## config.mk

```make
export PLATFORM = sky130hd
export DESIGN_NAME = bomb_sched_flat
export DESIGN_NICKNAME = d
export VERILOG_FILES = /design/src/rtl/bomb_sched_if.sv /design/src/rtl/bomb_sched.sv /design/src/flat_wrapper.sv
export SDC_FILE = /design/constraint.sdc
export NUM_CORES = 1
export LEC_CHECK = 0
export BUFFER_PORTS_ARGS = -buffer_cell sky130_fd_sc_hd__clkbuf_2
export CORE_MARGIN = 10
export CORE_UTILIZATION = 48
export CTS_BUF_LIST = sky130_fd_sc_hd__clkbuf_16
export DETAILED_ROUTE_END_ITERATION = 8
export HOLD_SLACK_MARGIN = 0.15
export PLACE_DENSITY_LB_ADDON = 0.2
export SLEW_MARGIN = 30
export SYNTH_ARGS = -nofsm -noshare
export SYNTH_HDL_FRONTEND = slang
export SYNTH_SLANG_ARGS = --single-unit
```

## constraint.sdc

```tcl
create_clock -name bombClk -period 5.7 [get_ports bombClk]
set_clock_uncertainty 0.1 [all_clocks]
set_input_delay 0.57 -clock bombClk [delete_from_list [all_inputs] [get_ports bombClk]]
set_output_delay 0.57 -clock bombClk [all_outputs]
set_load 0.01 [all_outputs]
```

## src/rtl/bomb_sched_if.sv

```systemverilog
// Bomb scheduler bus: player place requests and bomb map in, response pulses,
// placement strobes and active-bomb counts out.
interface bomb_sched_if;
  logic [1:0]  game_state;
  logic [99:0] i_curBombMap_0;
  logic [99:0] i_curBombMap_1;

  logic        reqA;
  logic [3:0]  reqA_x;
  logic [3:0]  reqA_y;
  logic        reqB;
  logic [3:0]  reqB_x;
  logic [3:0]  reqB_y;

  logic        ackA;
  logic        nackA;
  logic        ackB;
  logic        nackB;
  logic        bombA_v;
  logic        bombB_v;
  logic [3:0]  bombA_x;
  logic [3:0]  bombA_y;
  logic [3:0]  bombB_x;
  logic [3:0]  bombB_y;
  logic [2:0]  activeA;
  logic [2:0]  activeB;

  // Player controllers and map owner side
  modport master (
    output game_state, i_curBombMap_0, i_curBombMap_1,
    output reqA, reqA_x, reqA_y, reqB, reqB_x, reqB_y,
    input  ackA, nackA, ackB, nackB, bombA_v, bombB_v,
    input  bombA_x, bombA_y, bombB_x, bombB_y, activeA, activeB
  );

  // Scheduler side
  modport slave (
    input  game_state, i_curBombMap_0, i_curBombMap_1,
    input  reqA, reqA_x, reqA_y, reqB, reqB_x, reqB_y,
    output ackA, nackA, ackB, nackB, bombA_v, bombB_v,
    output bombA_x, bombA_y, bombB_x, bombB_y, activeA, activeB
  );
endinterface

```

## src/rtl/bomb_sched.sv

```systemverilog
// Bomb-placement scheduler: validates per-player place requests against the
// bomb map, fuse slots and cooldown, arbitrates same-cell conflicts round-robin
// and emits registered one-cycle ack/nack and placement strobes.
module bomb_sched #(
  parameter int unsigned MAX_BOMBS = 2,
  parameter int unsigned FUSE      = 3,
  parameter int unsigned COOLDOWN  = 1
) (
  input logic         bombClk,
  input logic         rst,
  bomb_sched_if.slave bus
);

  localparam int unsigned FuseW = $clog2(FUSE + 1);
  localparam int unsigned CoolW = (COOLDOWN > 0) ? $clog2(COOLDOWN + 1) : 1;
  localparam logic [FuseW-1:0] FuseLoad = FuseW'(FUSE);
  localparam logic [CoolW-1:0] CoolLoad = CoolW'(COOLDOWN);
  localparam logic [2:0]       MaxCnt   = 3'(MAX_BOMBS);

  typedef enum logic [0:0] {
    StIdle,
    StWaitLow
  } plState_e;

  // Index 0 is player A, index 1 is player B throughout.
  logic         req  [2];
  logic [3:0]   reqX [2];
  logic [3:0]   reqY [2];
  logic [127:0] mapBusy;
  logic         gameOver;

  assign req[0]   = bus.reqA;
  assign reqX[0]  = bus.reqA_x;
  assign reqY[0]  = bus.reqA_y;
  assign req[1]   = bus.reqB;
  assign reqX[1]  = bus.reqB_x;
  assign reqY[1]  = bus.reqB_y;
  // Padded so any 7-bit cell index stays inside the vector.
  assign mapBusy  = {28'b0, bus.i_curBombMap_0 | bus.i_curBombMap_1};
  assign gameOver = |bus.game_state;

  // Registered state
  plState_e         state_q [2];
  plState_e         state_d [2];
  logic [FuseW-1:0] slot_q  [2][MAX_BOMBS];
  logic [FuseW-1:0] slot_d  [2][MAX_BOMBS];
  logic [CoolW-1:0] cool_q  [2];
  logic [CoolW-1:0] cool_d  [2];
  // Cell granted at the previous edge, blocks a stalled conflict loser.
  logic             lastV_q [2];
  logic [3:0]       lastX_q [2];
  logic [3:0]       lastY_q [2];
  logic             rrPtr_q;  // 0: A wins next conflict, 1: B wins
  logic             rrPtr_d;

  // Registered outputs
  logic             ack_q   [2];
  logic             nack_q  [2];
  logic             bv_q    [2];
  logic [3:0]       bx_q    [2];
  logic [3:0]       by_q    [2];
  logic [2:0]       act_q   [2];

  // Request classification
  logic [2:0]       activeCnt [2];
  logic             inRange   [2];
  logic [6:0]       cellIdx   [2];
  logic             cellBusy  [2];
  logic             evaluate  [2];
  logic             nackNow   [2];
  logic             eligible  [2];
  logic             grant     [2];
  logic             conflict;

  // Classify each pending request and arbitrate same-cell conflicts
  always_comb begin
    for (int p = 0; p < 2; p++) begin
      activeCnt[p] = 3'd0;
      for (int i = 0; i < int'(MAX_BOMBS); i++) begin
        if (slot_q[p][i] != '0) begin
          activeCnt[p] = activeCnt[p] + 3'd1;
        end
      end
      inRange[p] = (reqX[p] >= 4'd1) && (reqX[p] <= 4'd8) &&
                   (reqY[p] >= 4'd1) && (reqY[p] <= 4'd8);
      cellIdx[p] = 7'(reqX[p]) * 7'd10 + 7'(reqY[p]);
      cellBusy[p] = inRange[p] && mapBusy[cellIdx[p]];
      for (int q = 0; q < 2; q++) begin
        if (lastV_q[q] && (lastX_q[q] == reqX[p]) && (lastY_q[q] == reqY[p])) begin
          cellBusy[p] = 1'b1;
        end
      end
      evaluate[p] = (state_q[p] == StIdle) && req[p];
      nackNow[p]  = evaluate[p] &&
                    (gameOver || !inRange[p] || cellBusy[p] || (activeCnt[p] == MaxCnt));
      // Cooldown only stalls; it never produces a response.
      eligible[p] = evaluate[p] && !nackNow[p] && (cool_q[p] == '0);
    end
    conflict = eligible[0] && eligible[1] &&
               (reqX[0] == reqX[1]) && (reqY[0] == reqY[1]);
    grant[0] = eligible[0] && !(conflict && rrPtr_q);
    grant[1] = eligible[1] && !(conflict && !rrPtr_q);
    // Pointer moves to the loser so it wins the next conflict.
    rrPtr_d  = conflict ? !rrPtr_q : rrPtr_q;
  end

  // Count down fuse slots and cooldowns; load them on a grant
  always_comb begin
    for (int p = 0; p < 2; p++) begin
      logic loaded;
      loaded = 1'b0;
      cool_d[p] = (cool_q[p] != '0) ? cool_q[p] - CoolW'(1) : '0;
      if (grant[p]) begin
        cool_d[p] = CoolLoad;
      end
      for (int i = 0; i < int'(MAX_BOMBS); i++) begin
        slot_d[p][i] = (slot_q[p][i] != '0) ? slot_q[p][i] - FuseW'(1) : '0;
        // A slot expiring on this edge counts as free for the new bomb.
        if (grant[p] && !loaded && (slot_d[p][i] == '0)) begin
          slot_d[p][i] = FuseLoad;
          loaded       = 1'b1;
        end
      end
    end
  end

  // Handshake FSM next state: respond once, then wait for req to drop
  always_comb begin
    for (int p = 0; p < 2; p++) begin
      state_d[p] = state_q[p];
      unique case (state_q[p])
        StIdle: begin
          if (grant[p] || nackNow[p]) begin
            state_d[p] = StWaitLow;
          end
        end
        StWaitLow: begin
          if (!req[p]) begin
            state_d[p] = StIdle;
          end
        end
        default: state_d[p] = StIdle;
      endcase
    end
  end

  // Handshake FSM state register
  always_ff @(posedge bombClk) begin
    for (int p = 0; p < 2; p++) begin
      if (rst) begin
        state_q[p] <= StIdle;
      end else begin
        state_q[p] <= state_d[p];
      end
    end
  end

  // Fuse slots, cooldowns, last-grant cells and round-robin pointer
  always_ff @(posedge bombClk) begin
    if (rst) begin
      for (int p = 0; p < 2; p++) begin
        for (int i = 0; i < int'(MAX_BOMBS); i++) begin
          slot_q[p][i] <= '0;
        end
        cool_q[p]  <= '0;
        lastV_q[p] <= 1'b0;
        lastX_q[p] <= 4'd0;
        lastY_q[p] <= 4'd0;
      end
      rrPtr_q <= 1'b0;
    end else begin
      for (int p = 0; p < 2; p++) begin
        for (int i = 0; i < int'(MAX_BOMBS); i++) begin
          slot_q[p][i] <= slot_d[p][i];
        end
        cool_q[p]  <= cool_d[p];
        lastV_q[p] <= grant[p];
        lastX_q[p] <= reqX[p];
        lastY_q[p] <= reqY[p];
      end
      rrPtr_q <= rrPtr_d;
    end
  end

  // Registered response pulses, placement strobes and active counts
  always_ff @(posedge bombClk) begin
    if (rst) begin
      for (int p = 0; p < 2; p++) begin
        ack_q[p]  <= 1'b0;
        nack_q[p] <= 1'b0;
        bv_q[p]   <= 1'b0;
        bx_q[p]   <= 4'd0;
        by_q[p]   <= 4'd0;
        act_q[p]  <= 3'd0;
      end
    end else begin
      for (int p = 0; p < 2; p++) begin
        ack_q[p]  <= grant[p];
        nack_q[p] <= nackNow[p];
        bv_q[p]   <= grant[p];
        if (grant[p]) begin
          bx_q[p] <= reqX[p];
          by_q[p] <= reqY[p];
        end
        act_q[p] <= activeCnt[p];
      end
    end
  end

  assign bus.ackA    = ack_q[0];
  assign bus.nackA   = nack_q[0];
  assign bus.bombA_v = bv_q[0];
  assign bus.bombA_x = bx_q[0];
  assign bus.bombA_y = by_q[0];
  assign bus.activeA = act_q[0];
  assign bus.ackB    = ack_q[1];
  assign bus.nackB   = nack_q[1];
  assign bus.bombB_v = bv_q[1];
  assign bus.bombB_x = bx_q[1];
  assign bus.bombB_y = by_q[1];
  assign bus.activeB = act_q[1];

endmodule

```

## src/flat_wrapper.sv

```systemverilog
// flat-port wrapper written by rule: the top's interface ports become plain ports
module bomb_sched_flat 
#(
  parameter int unsigned MAX_BOMBS = 2,
  parameter int unsigned FUSE      = 3,
  parameter int unsigned COOLDOWN  = 1
)
  (bombClk, rst, bus_game_state, bus_i_curBombMap_0, bus_i_curBombMap_1, bus_reqA, bus_reqA_x, bus_reqA_y, bus_reqB, bus_reqB_x, bus_reqB_y, bus_ackA, bus_nackA, bus_ackB, bus_nackB, bus_bombA_v, bus_bombB_v, bus_bombA_x, bus_bombA_y, bus_bombB_x, bus_bombB_y, bus_activeA, bus_activeB);
  bomb_sched_if bus_i ();
  input logic bombClk;
  input logic rst;
  input wire logic [$bits(bus_i.game_state)-1:0] bus_game_state;
  input wire logic [$bits(bus_i.i_curBombMap_0)-1:0] bus_i_curBombMap_0;
  input wire logic [$bits(bus_i.i_curBombMap_1)-1:0] bus_i_curBombMap_1;
  input wire logic [$bits(bus_i.reqA)-1:0] bus_reqA;
  input wire logic [$bits(bus_i.reqA_x)-1:0] bus_reqA_x;
  input wire logic [$bits(bus_i.reqA_y)-1:0] bus_reqA_y;
  input wire logic [$bits(bus_i.reqB)-1:0] bus_reqB;
  input wire logic [$bits(bus_i.reqB_x)-1:0] bus_reqB_x;
  input wire logic [$bits(bus_i.reqB_y)-1:0] bus_reqB_y;
  output wire logic [$bits(bus_i.ackA)-1:0] bus_ackA;
  output wire logic [$bits(bus_i.nackA)-1:0] bus_nackA;
  output wire logic [$bits(bus_i.ackB)-1:0] bus_ackB;
  output wire logic [$bits(bus_i.nackB)-1:0] bus_nackB;
  output wire logic [$bits(bus_i.bombA_v)-1:0] bus_bombA_v;
  output wire logic [$bits(bus_i.bombB_v)-1:0] bus_bombB_v;
  output wire logic [$bits(bus_i.bombA_x)-1:0] bus_bombA_x;
  output wire logic [$bits(bus_i.bombA_y)-1:0] bus_bombA_y;
  output wire logic [$bits(bus_i.bombB_x)-1:0] bus_bombB_x;
  output wire logic [$bits(bus_i.bombB_y)-1:0] bus_bombB_y;
  output wire logic [$bits(bus_i.activeA)-1:0] bus_activeA;
  output wire logic [$bits(bus_i.activeB)-1:0] bus_activeB;
  assign bus_i.game_state = bus_game_state;
  assign bus_i.i_curBombMap_0 = bus_i_curBombMap_0;
  assign bus_i.i_curBombMap_1 = bus_i_curBombMap_1;
  assign bus_i.reqA = bus_reqA;
  assign bus_i.reqA_x = bus_reqA_x;
  assign bus_i.reqA_y = bus_reqA_y;
  assign bus_i.reqB = bus_reqB;
  assign bus_i.reqB_x = bus_reqB_x;
  assign bus_i.reqB_y = bus_reqB_y;
  assign bus_ackA = bus_i.ackA;
  assign bus_nackA = bus_i.nackA;
  assign bus_ackB = bus_i.ackB;
  assign bus_nackB = bus_i.nackB;
  assign bus_bombA_v = bus_i.bombA_v;
  assign bus_bombB_v = bus_i.bombB_v;
  assign bus_bombA_x = bus_i.bombA_x;
  assign bus_bombA_y = bus_i.bombA_y;
  assign bus_bombB_x = bus_i.bombB_x;
  assign bus_bombB_y = bus_i.bombB_y;
  assign bus_activeA = bus_i.activeA;
  assign bus_activeB = bus_i.activeB;
  bomb_sched #(.MAX_BOMBS(MAX_BOMBS), .FUSE(FUSE), .COOLDOWN(COOLDOWN)) u_core (.bombClk(bombClk), .rst(rst), .bus(bus_i));
endmodule
```

==> metrics, run 1 <==
Ports 250; CTS Buf Count 5; Setup Viol. Count Final 0; CP required 5.52 ns; IO Port Bufs 247; Syn Inst Count 550; first-pass GRT wire length 29.1 mm; Synth Register Bits 51; sequential fraction of design power 0.326; FFs w/ async S/R, synth 0; Pwr Density 188 mW/mm^2; Pwr Total 1.22 mW; sw frac 0.328; largest net degree at the start of global routing 44; fin crit period 4.61 ns; worst setup margin 1.09 ns; gr usage total 0.240; P_int 0.819 mW; WHS Endpoint u_core.nack_q[0][1]; Sequential cell area 0.00118 sq mm; Cell Count, Final, Fillers Out 906; max-cap violations 0; die height 123 um; Finished Core Util 0.629; leading cell type in the layout, fill and taps excluded clkbuf_2; clock buffer depth 2; RR Startpoint u_core.slot_q[1][3]; HPWL Detailed 15.8 mm; Post-Syn Area 0.00508 sq mm; DR vias/cell 5.79; setup TNS 0 ns; synth top area cells mux4_2, dfxtp_1, edfxtp_1; Routed WL per cell 20.5 um; root buffer cell clkbuf_16; initial antenna violation count 0; area of the multi-input gates 0.00367 sq mm; Slew headroom 0.368; CP Capture Type flip-flop; Die Wd 123 um; Core Area 0.0103 sq mm; hold_sp u_core.state_q[1]; Post-CTS Setup Bufs 0; RePlAce Congestion 0.876; CTS tree built; Fin. Hold Viols 0; run status finished, final reports clean; Setup Crit Path Kind input port to flip-flop; Primary FF master, synth dfxtp_1; Reg2Reg Capture Point u_core.bx_q[0][7]; measured slew at the worst slew-check pin 0.945 ns; die area 0.0151 sq mm; dominant cell type by area after synthesis mux4_2; worst skew pair latency 0.29 ns; CP Launch Type input port; Hold WS 0.356 ns; H-tree depth reported by CTS 2; Post-Layout Inst Area 0.00649 sq mm; post-synthesis sequential area ratio 0.232; Crit Path Max Fanout 15; flop2flop setup slack 2.77 ns; Ant. Diodes 0; post-cts sizing count 0; Antenna Violating Nets Remaining 0; worst min-delay path class flip-flop to flip-flop; Cells after DPL 898; hold-fix buffer count after cts 0; Area growth syn-to-layout 27.8%; Unique masters post-synth 68; worst endpoint data arrival time 4.43 ns; Initial DRC Count 341; commonest cells after routing, fill and taps aside clkbuf_2, nor2_1, dfxtp_1; Lkg Pwr 3.08 nW; DRT Wirelength 18.6 mm; row count 37; Comb pwr share 0.409; worst slack at placement 0.815 ns; nets@finish 1011; Reg clk slew, reported paths 0.07 ns; Synth top area share 0.151; starting density of the core 0.492; Layout fillers 896; share of cells above drive strength 1 0.409; Sw Pwr 0.400 mW; Post-synth EDFFs 16; Worst Hold Depth 1; clock network fraction of total power 0.266; DRC 0; routed via count 5242; Final Cycle Share 0.809; Post-DP Area 0.00633 sq mm; Final Max Slew Viols 0; fmax 217 MHz; Sinks on Clock Net 51; vias in the first global route 5753; syn avg cell area 9.24 sq um; Max IR drop VDD 0.133 mV; RSZ-0062 raised after global routing false; R2R depth 7; DR pass1 iterations 7; grt total ovfl 0; Ys Warns 0
==> cells in the mapped netlist (10+ instances only) <==
| cell | count |
|---|---|
| nor2_1 | 108 |
| dfxtp_1 | 35 |
| mux4_2 | 34 |
| xor2_1 | 34 |
| clkbuf_1 | 23 |
| nor3_1 | 23 |
| xnor2_1 | 21 |
| and2_1 | 20 |
| nand2_1 | 20 |
| nor2b_1 | 19 |
| edfxtp_1 | 16 |
| ha_1 | 16 |
| a21oi_1 | 14 |
| nor4_1 | 11 |
| mux2_2 | 10 |
| mux4_1 | 10 |
==> worst max-delay path: stages <==
cell and delay (ns):
clkbuf_2 0.18, ha_1 0.25, fa_1 0.94, buf_4 0.32, mux4_2 0.32, a22o_1 0.24
a2111oi_1 0.48, nor3_1 0.15, o2111a_1 0.31, o21bai_1 0.65
==> registers in the layout, indices dropped and copies added, names as in the netlist <==
register        cells
u_core.bx_q         8
u_core.by_q         8
u_core.lastX_q      8
u_core.lastY_q      8
u_core.slot_q       8
u_core.act_q        4
u_core.nack_q       2
u_core.state_q      2
u_core.bv_q         1
u_core.cool_q       1
u_core.rrPtr_q      1
==> routing by layer <==
metal | wire, um | vias to the layer above | track usage
met1 | 6730 | 2442 | 0.270
met3 | 1910 | 46 | 0.0716
met5 | 0 | - | 0
li1 | - | 2462 | -
met4 | 554 | 0 | 0.0839
met2 | 9390 | 292 | 0.422
==> worst max path at each step <==
stage / startpoint / cells past startpoint / end
after floorplan: bus_reqA_y[1] / 11 / u_core.bx_q[0][4]
after global placement: bus_reqA_y[1] / 10 / u_core.by_q[0][4]
after detailed placement: bus_reqA_x[0] / 10 / u_core.bx_q[0][6]
after CTS: bus_reqA_x[0] / 10 / u_core.by_q[0][4]
after global routing: bus_reqA_y[1] / 10 / u_core.by_q[0][4]
final: bus_reqA_x[0] / 10 / u_core.bx_q[0][7]
==> power groups by stage <==
stage	combinational (mW)	clock, mW	sequential [mW]
floorplan	0.320	0	0.406
global placement	0.479	0	0.404
detailed placement	0.491	0	0.405
CTS	0.494	0.326	0.397
global route	0.540	0.347	0.398
finish	0.498	0.323	0.397
==> final cells by class <==
class                   instances  area share
multi-input cells             451       0.566
inverters                       9     0.00597
flip-flops and latches         51       0.182
clock buffers                   6      0.0231
well taps                     136      0.0262
repair buffers                251       0.195
clock inverters                 2     0.00231
==> cell families after synthesis <==
group / after synthesis / share of synthesized area
flip-flops: 51 / 0.232
adder cells (fa/ha/maj): 20 / 0.0551
XOR/XNOR: 55 / 0.0948
AND/OR/NAND/NOR: 250 / 0.246
buffers and inverters: 49 / 0.0458
other: 1 / 0.000738
AO/OA/AOI/OAI: 66 / 0.0933
multiplexers: 58 / 0.232
Power figures use the tool's default switching activity.
==> run 2: changes to the inputs <==
Settings changed: ABC_AREA set to 1, CORE_UTILIZATION 48 to 44.
Clock period 5.7 ns to 4.1 ns, I/O delays scaled along.
==> run 2 against run 1 <==
Compared with the run above:
- clock-buffer cell count shrank 1
- sequential cell count unchanged
- non-clock buffer count increased by 6
- register-to-register slack lost 1.7 ns
- largest power group unchanged
==> metrics, run 2 <==
DRT Wirelength 22.6 mm; CTS Buf Count 5; most used cell, CP nand2_1; dominant cell type by area after synthesis nand2_1; WP buf/inv 1; nets@finish 1356; Layout fillers 1291; post-cts sizing count 0; leading cell type in the layout, fill and taps excluded clkbuf_2; CTS tree built; CP Capture Type flip-flop; DR pass1 iterations 6; RePlAce Congestion 0.968; CP Launch Type input port; Ports 250; starting density of the core 0.454; largest net degree at the start of global routing 56; Lkg Pwr 3.58 nW; Die Wd 132 um; row count 40; DRC 0; HPWL Detailed 18.4 mm; Ys Warns 0; Setup Crit Path Kind input port to flip-flop; post-synthesis sequential area ratio 0.215; Post-synth EDFFs 16; Routed WL per cell 17.6 um; gr usage total 0.250; commonest cells after routing, fill and taps aside clkbuf_2, nand2_1, nand3_1; Initial DRC Count 709; Synth Register Bits 51; IO Port Bufs 247; initial antenna violation count 1; Slew headroom 0.591; routed via count 6832; vias in the first global route 6823; CP peak stage delay 0.58 ns; Reg clk slew, reported paths 0.07 ns; FFs w/ async S/R, synth 0; die area 0.0174 sq mm; Core Area 0.0121 sq mm; RSZ-0062 raised after global routing false; root buffer cell clkbuf_16; Max IR drop VDD 0.384 mV; Critical-path top delay cell fa_1; worst skew pair latency 0.29 ns; Sequential cell area 0.00118 sq mm; H-tree depth reported by CTS 2; share of cells above drive strength 1 0.282; area of the multi-input gates 0.00371 sq mm; Fin. Hold Viols 0; syn avg cell area 6.14 sq um; Setup Viol. Count Final 0; Synth top area share 0.157; most numerous cell in the Yosys netlist nand2_1; Post-Syn Area 0.00550 sq mm; synth top area cells nand2_1, dfxtp_1, nand3_1; Final Max Slew Viols 0; clock buffer depth 2; Hold WS 0.281 ns; critical-path cell list clkbuf_2 -> ha_1 -> ha_1 -> fa_1 -> xor2_1 -> nand2_1 -> nor2_1 -> nand2_1 -> nand3_1 -> nand3_1 -> nand3_2 -> nor2_4 -> nand2_1 -> nand3_2 -> a21oi_2; worst min-delay path class input port to flip-flop; run status finished, final reports clean; Syn Inst Count 896; fmax 282 MHz; measured slew at the worst slew-check pin 0.613 ns; Area growth syn-to-layout 25.8%; fin crit period 3.55 ns; Crit Path Max Fanout 20; setup TNS 0 ns; hold-fix buffer count after cts 0; Unique masters post-synth 46; first-pass GRT wire length 36.0 mm; Cells after DPL 1275; worst endpoint data arrival time 3.59 ns; Final Cycle Share 0.866; Post-CTS Setup Bufs 0; Cell Count, Final, Fillers Out 1284; Pwr Density 256 mW/mm^2; CP required 4.14 ns; Synth top cells by count nand2_1, nand3_1, o21ai_0, inv_1, nor2_1; die height 132 um; Crit path max-delay family simple AND/OR/NAND/NOR gates; Primary FF master, synth dfxtp_1; Sinks on Clock Net 51; Antenna Violating Nets Remaining 0; max-cap violations 0; grt total ovfl 0; DR vias/cell 5.32
## run 2: logic make-up after synthesis
group | count (synthesis) | synth area share
fa+ha+maj | 20 | 0.0510
simple gates | 469 | 0.378
xor+xnor | 23 | 0.0380
other cells | 1 | 0.000682
buf+inv | 131 | 0.111
flops | 51 | 0.215
compound gates | 201 | 0.207
## run 2: area by class of cell
cell class | count | area share
diodes | 1 | 0.000362
clock inverters | 3 | 0.00633
flip-flops and latches | 51 | 0.171
well taps | 168 | 0.0304
repair buffers | 257 | 0.191
multi-input cells | 715 | 0.537
clock buffers | 5 | 0.0181
inverters | 84 | 0.0456
## run 2: final timing paths
| kind | from | endpoint | slack, ns | cells past startpoint |
|---|---|---|---|---|
| worst min-delay path | bus_reqB | u_core.state_q[1] | 0.28 | 3 |
| worst max register to register | u_core.slot_q[0][3] | u_core.by_q[0][3] | 1.12 | 11 |
| worst max-delay path | bus_reqB_x[3] | u_core.by_q[0][3] | 0.55 | 15 |
| worst min register to register | u_core.slot_q[0][2] | u_core.slot_q[0][2] | 0.38 | 1 |
## run 2: metrics by stage
stage	utilization	area, sq um	power, mW	setup slack, ns
finish	0.571	6920	1.77	0.549
detailed placement	0.557	6750	1.30	0.282
CTS	0.571	6910	1.77	0.556
floorplan	-	5500	1.03	1.00
global route	0.571	6920	1.89	0.187
global placement	0.557	6750	1.30	0.346
## run 2: metal layers
layer | part of all wire | vias to the layer above | track usage
li1 | - | 3418 | -
met1 | 0.41 | 3066 | 0.309
met2 | 0.48 | 313 | 0.430
met3 | 0.091 | 35 | 0.0499
met4 | 0.021 | 0 | 0.0643
met5 | 0 | - | 0
## run 2: worst reg2reg max path, stage by stage (launching register included)
cell and delay [ns]:
dfxtp_1 0.35, or2_2 0.31, ha_1 0.19, inv_1 0.13
nand3_2 0.09, nor3_2 0.19, nand2_1 0.11, a31oi_2 0.24
nand3_4 0.16, nor2_8 0.14, nand3_2 0.49, a21oi_2 0.33
## run 2: power by group
| part | leakage (nW) | internal, mW | switching (mW) |
|---|---|---|---|
| registers | 0.450 | 0.542 | 0.0140 |
| logic | 3.04 | 0.281 | 0.456 |
| clock network | 0.0838 | 0.288 | 0.187 |
==> run 3: changes to the inputs <==
Settings changed: ABC_AREA 1 to 0, CORE_UTILIZATION 44 to 43.
==> run 3 against run 2 <==
Compared with the run above:
- largest cell class unchanged
- register-to-register slack improved by 0.10 ns
- core utilization rose by 0.92 points
- setup slack got worse by 0.23 ns
- cell count fell by 27%
==> metrics, run 3 (synthesis results as in run 1) <==
run status finished, final reports clean; Fin. Hold Viols 0; DRT Wirelength 19.7 mm; Final Max Slew Viols 0; DR pass1 iterations 5; Antenna Violating Nets Remaining 0; R2R depth 8; Ant. Diodes 0; CP peak stage delay 0.50 ns; Sw Pwr 0.579 mW; Sequential cell area 0.00118 sq mm; Worst Hold Depth 3; Post-DP Area 0.00652 sq mm; Ports 250; Pwr Density 261 mW/mm^2; hold_sp bus_reqB; Pwr Total 1.74 mW; post-cts sizing count 0; Post-CTS Setup Bufs 0; CTS tree built; clock network fraction of total power 0.263; share of cells above drive strength 1 0.427; Cells after DPL 927; commonest cells after routing, fill and taps aside clkbuf_2, nor2_1, dfxtp_1; Post-Layout Inst Area 0.00668 sq mm; fin crit period 3.78 ns; nets@finish 1033; Core Area 0.0115 sq mm; HPWL Detailed 17.0 mm; H-tree depth reported by CTS 2; measured slew at the worst slew-check pin 0.840 ns; leading cell type in the layout, fill and taps excluded clkbuf_2; grt total ovfl 0; max-cap violations 0; Crit path max-delay family compound AO/OA/AOI/OAI gates; Setup Viol. Count Final 0; RR Startpoint u_core.slot_q[0][3]; routed via count 5243; worst min-delay path class input port to flip-flop; Die Wd 129 um; Comb pwr share 0.421; die area 0.0166 sq mm; Final Cycle Share 0.921; gr usage total 0.234; setup TNS 0 ns; CP Depth 12; die height 129 um; Sinks on Clock Net 51; Area growth syn-to-layout 31.5%; fmax 265 MHz; Initial DRC Count 272; initial antenna violation count 0; sequential fraction of design power 0.316; RSZ-0062 raised after global routing false; Critical-path top delay cell a2111oi_1; Slew headroom 0.440; worst skew pair latency 0.29 ns; Cell Count, Final, Fillers Out 935; clock buffer depth 2; DR vias/cell 5.61; row count 39; critical-path cell list clkbuf_2 -> ha_1 -> fa_1 -> xor2_1 -> buf_4 -> nor2_1 -> a22o_1 -> a2111oi_1 -> nor3_1 -> o21ai_0 -> o21bai_1 -> nand2b_1; CTS Buf Count 5; vias in the first global route 5754; hold-fix buffer count after cts 0; Reg clk slew, reported paths 0.07 ns; Max IR drop VDD 0.165 mV; CP Launch Type input port; WP buf/inv 2; largest net degree at the start of global routing 44; sw frac 0.332; Lkg Pwr 3.19 nW; Routed WL per cell 21.1 um; worst endpoint data arrival time 3.66 ns; CP required 3.98 ns; RePlAce Congestion 0.912; first-pass GRT wire length 31.0 mm; Setup Crit Path Kind input port to flip-flop; DRC 0; Crit Path Max Fanout 8; Layout fillers 1080; P_int 1.16 mW; CP Capture Type flip-flop; root buffer cell clkbuf_16; Critical path origin bus_reqA_x[0]; area of the multi-input gates 0.00368 sq mm; starting density of the core 0.441; IO Port Bufs 247
-- run 3: cell count changes in the layout (fill, tap and decap cells not counted), moves of 19 or more --
cell / previous run / this run
o21ai_0: 118 / 9
xor2_1: 10 / 34
nand2_1: 230 / 20
inv_1: 80 / 8
nand3_1: 126 / 6
and2_1: 0 / 20
mux4_2: 0 / 34
o21ai_1: 21 / 0
nor2b_1: 0 / 19
nor2_1: 73 / 108
-- run 3: path summary, 6_finish.rpt --
| check | endpoint | slack (ns) |
|---|---|---|
| min | u_core.nack_q[0][1] | 0.29 |
| max | u_core.bx_q[0][2] | 0.32 |
| max reg2reg | u_core.bx_q[0][2] | 1.22 |
| min reg2reg | u_core.nack_q[0][1] | 0.36 |
-- run 3: stage by stage --
| step | util | hold WS [ns] | setup slack (ns) |
|---|---|---|---|
| after floorplan | - | 0.316 | 0.101 |
| after global placement | 0.566 | 0.341 | 0.0842 |
| after detailed placement | 0.566 | 0.355 | -0.100 |
| after CTS | 0.580 | 0.297 | 0.204 |
| after global routing | 0.580 | 0.319 | 0.0415 |
| final | 0.580 | 0.292 | 0.323 |
-- run 3: layout make-up --
class	instances	area share
Clock inverter	2	0.00187
Clock buffer	6	0.0225
Timing Repair Buffer	273	0.216
Sequential cell	51	0.177
Tap cell	143	0.0268
Inverter	9	0.00580
Multi-Input combinational cell	451	0.550
-- run 3: per-layer routing --
layer,wire length [um],global-route usage
met5,0,0
met4,223,0.0401
met3,1570,0.0546
met2,10500,0.439
met1,7430,0.268
-- run 3: worst min-delay path, delay by kind of cell --
kind / cells / cell delay, ns
buffers and inverters: 2 / 0.17
and+or+nand+nor: 1 / 0.06
-- run 3: power by group through the flow --
stage / combinational (mW) / sequential (mW) / clock, mW
6_report: 0.734 / 0.551 / 0.458
5_1_grt: 0.800 / 0.553 / 0.486
4_1_cts: 0.730 / 0.551 / 0.465
3_5_place_dp: 0.726 / 0.563 / 0
3_3_place_gp: 0.713 / 0.562 / 0
2_1_floorplan: 0.444 / 0.565 / 0
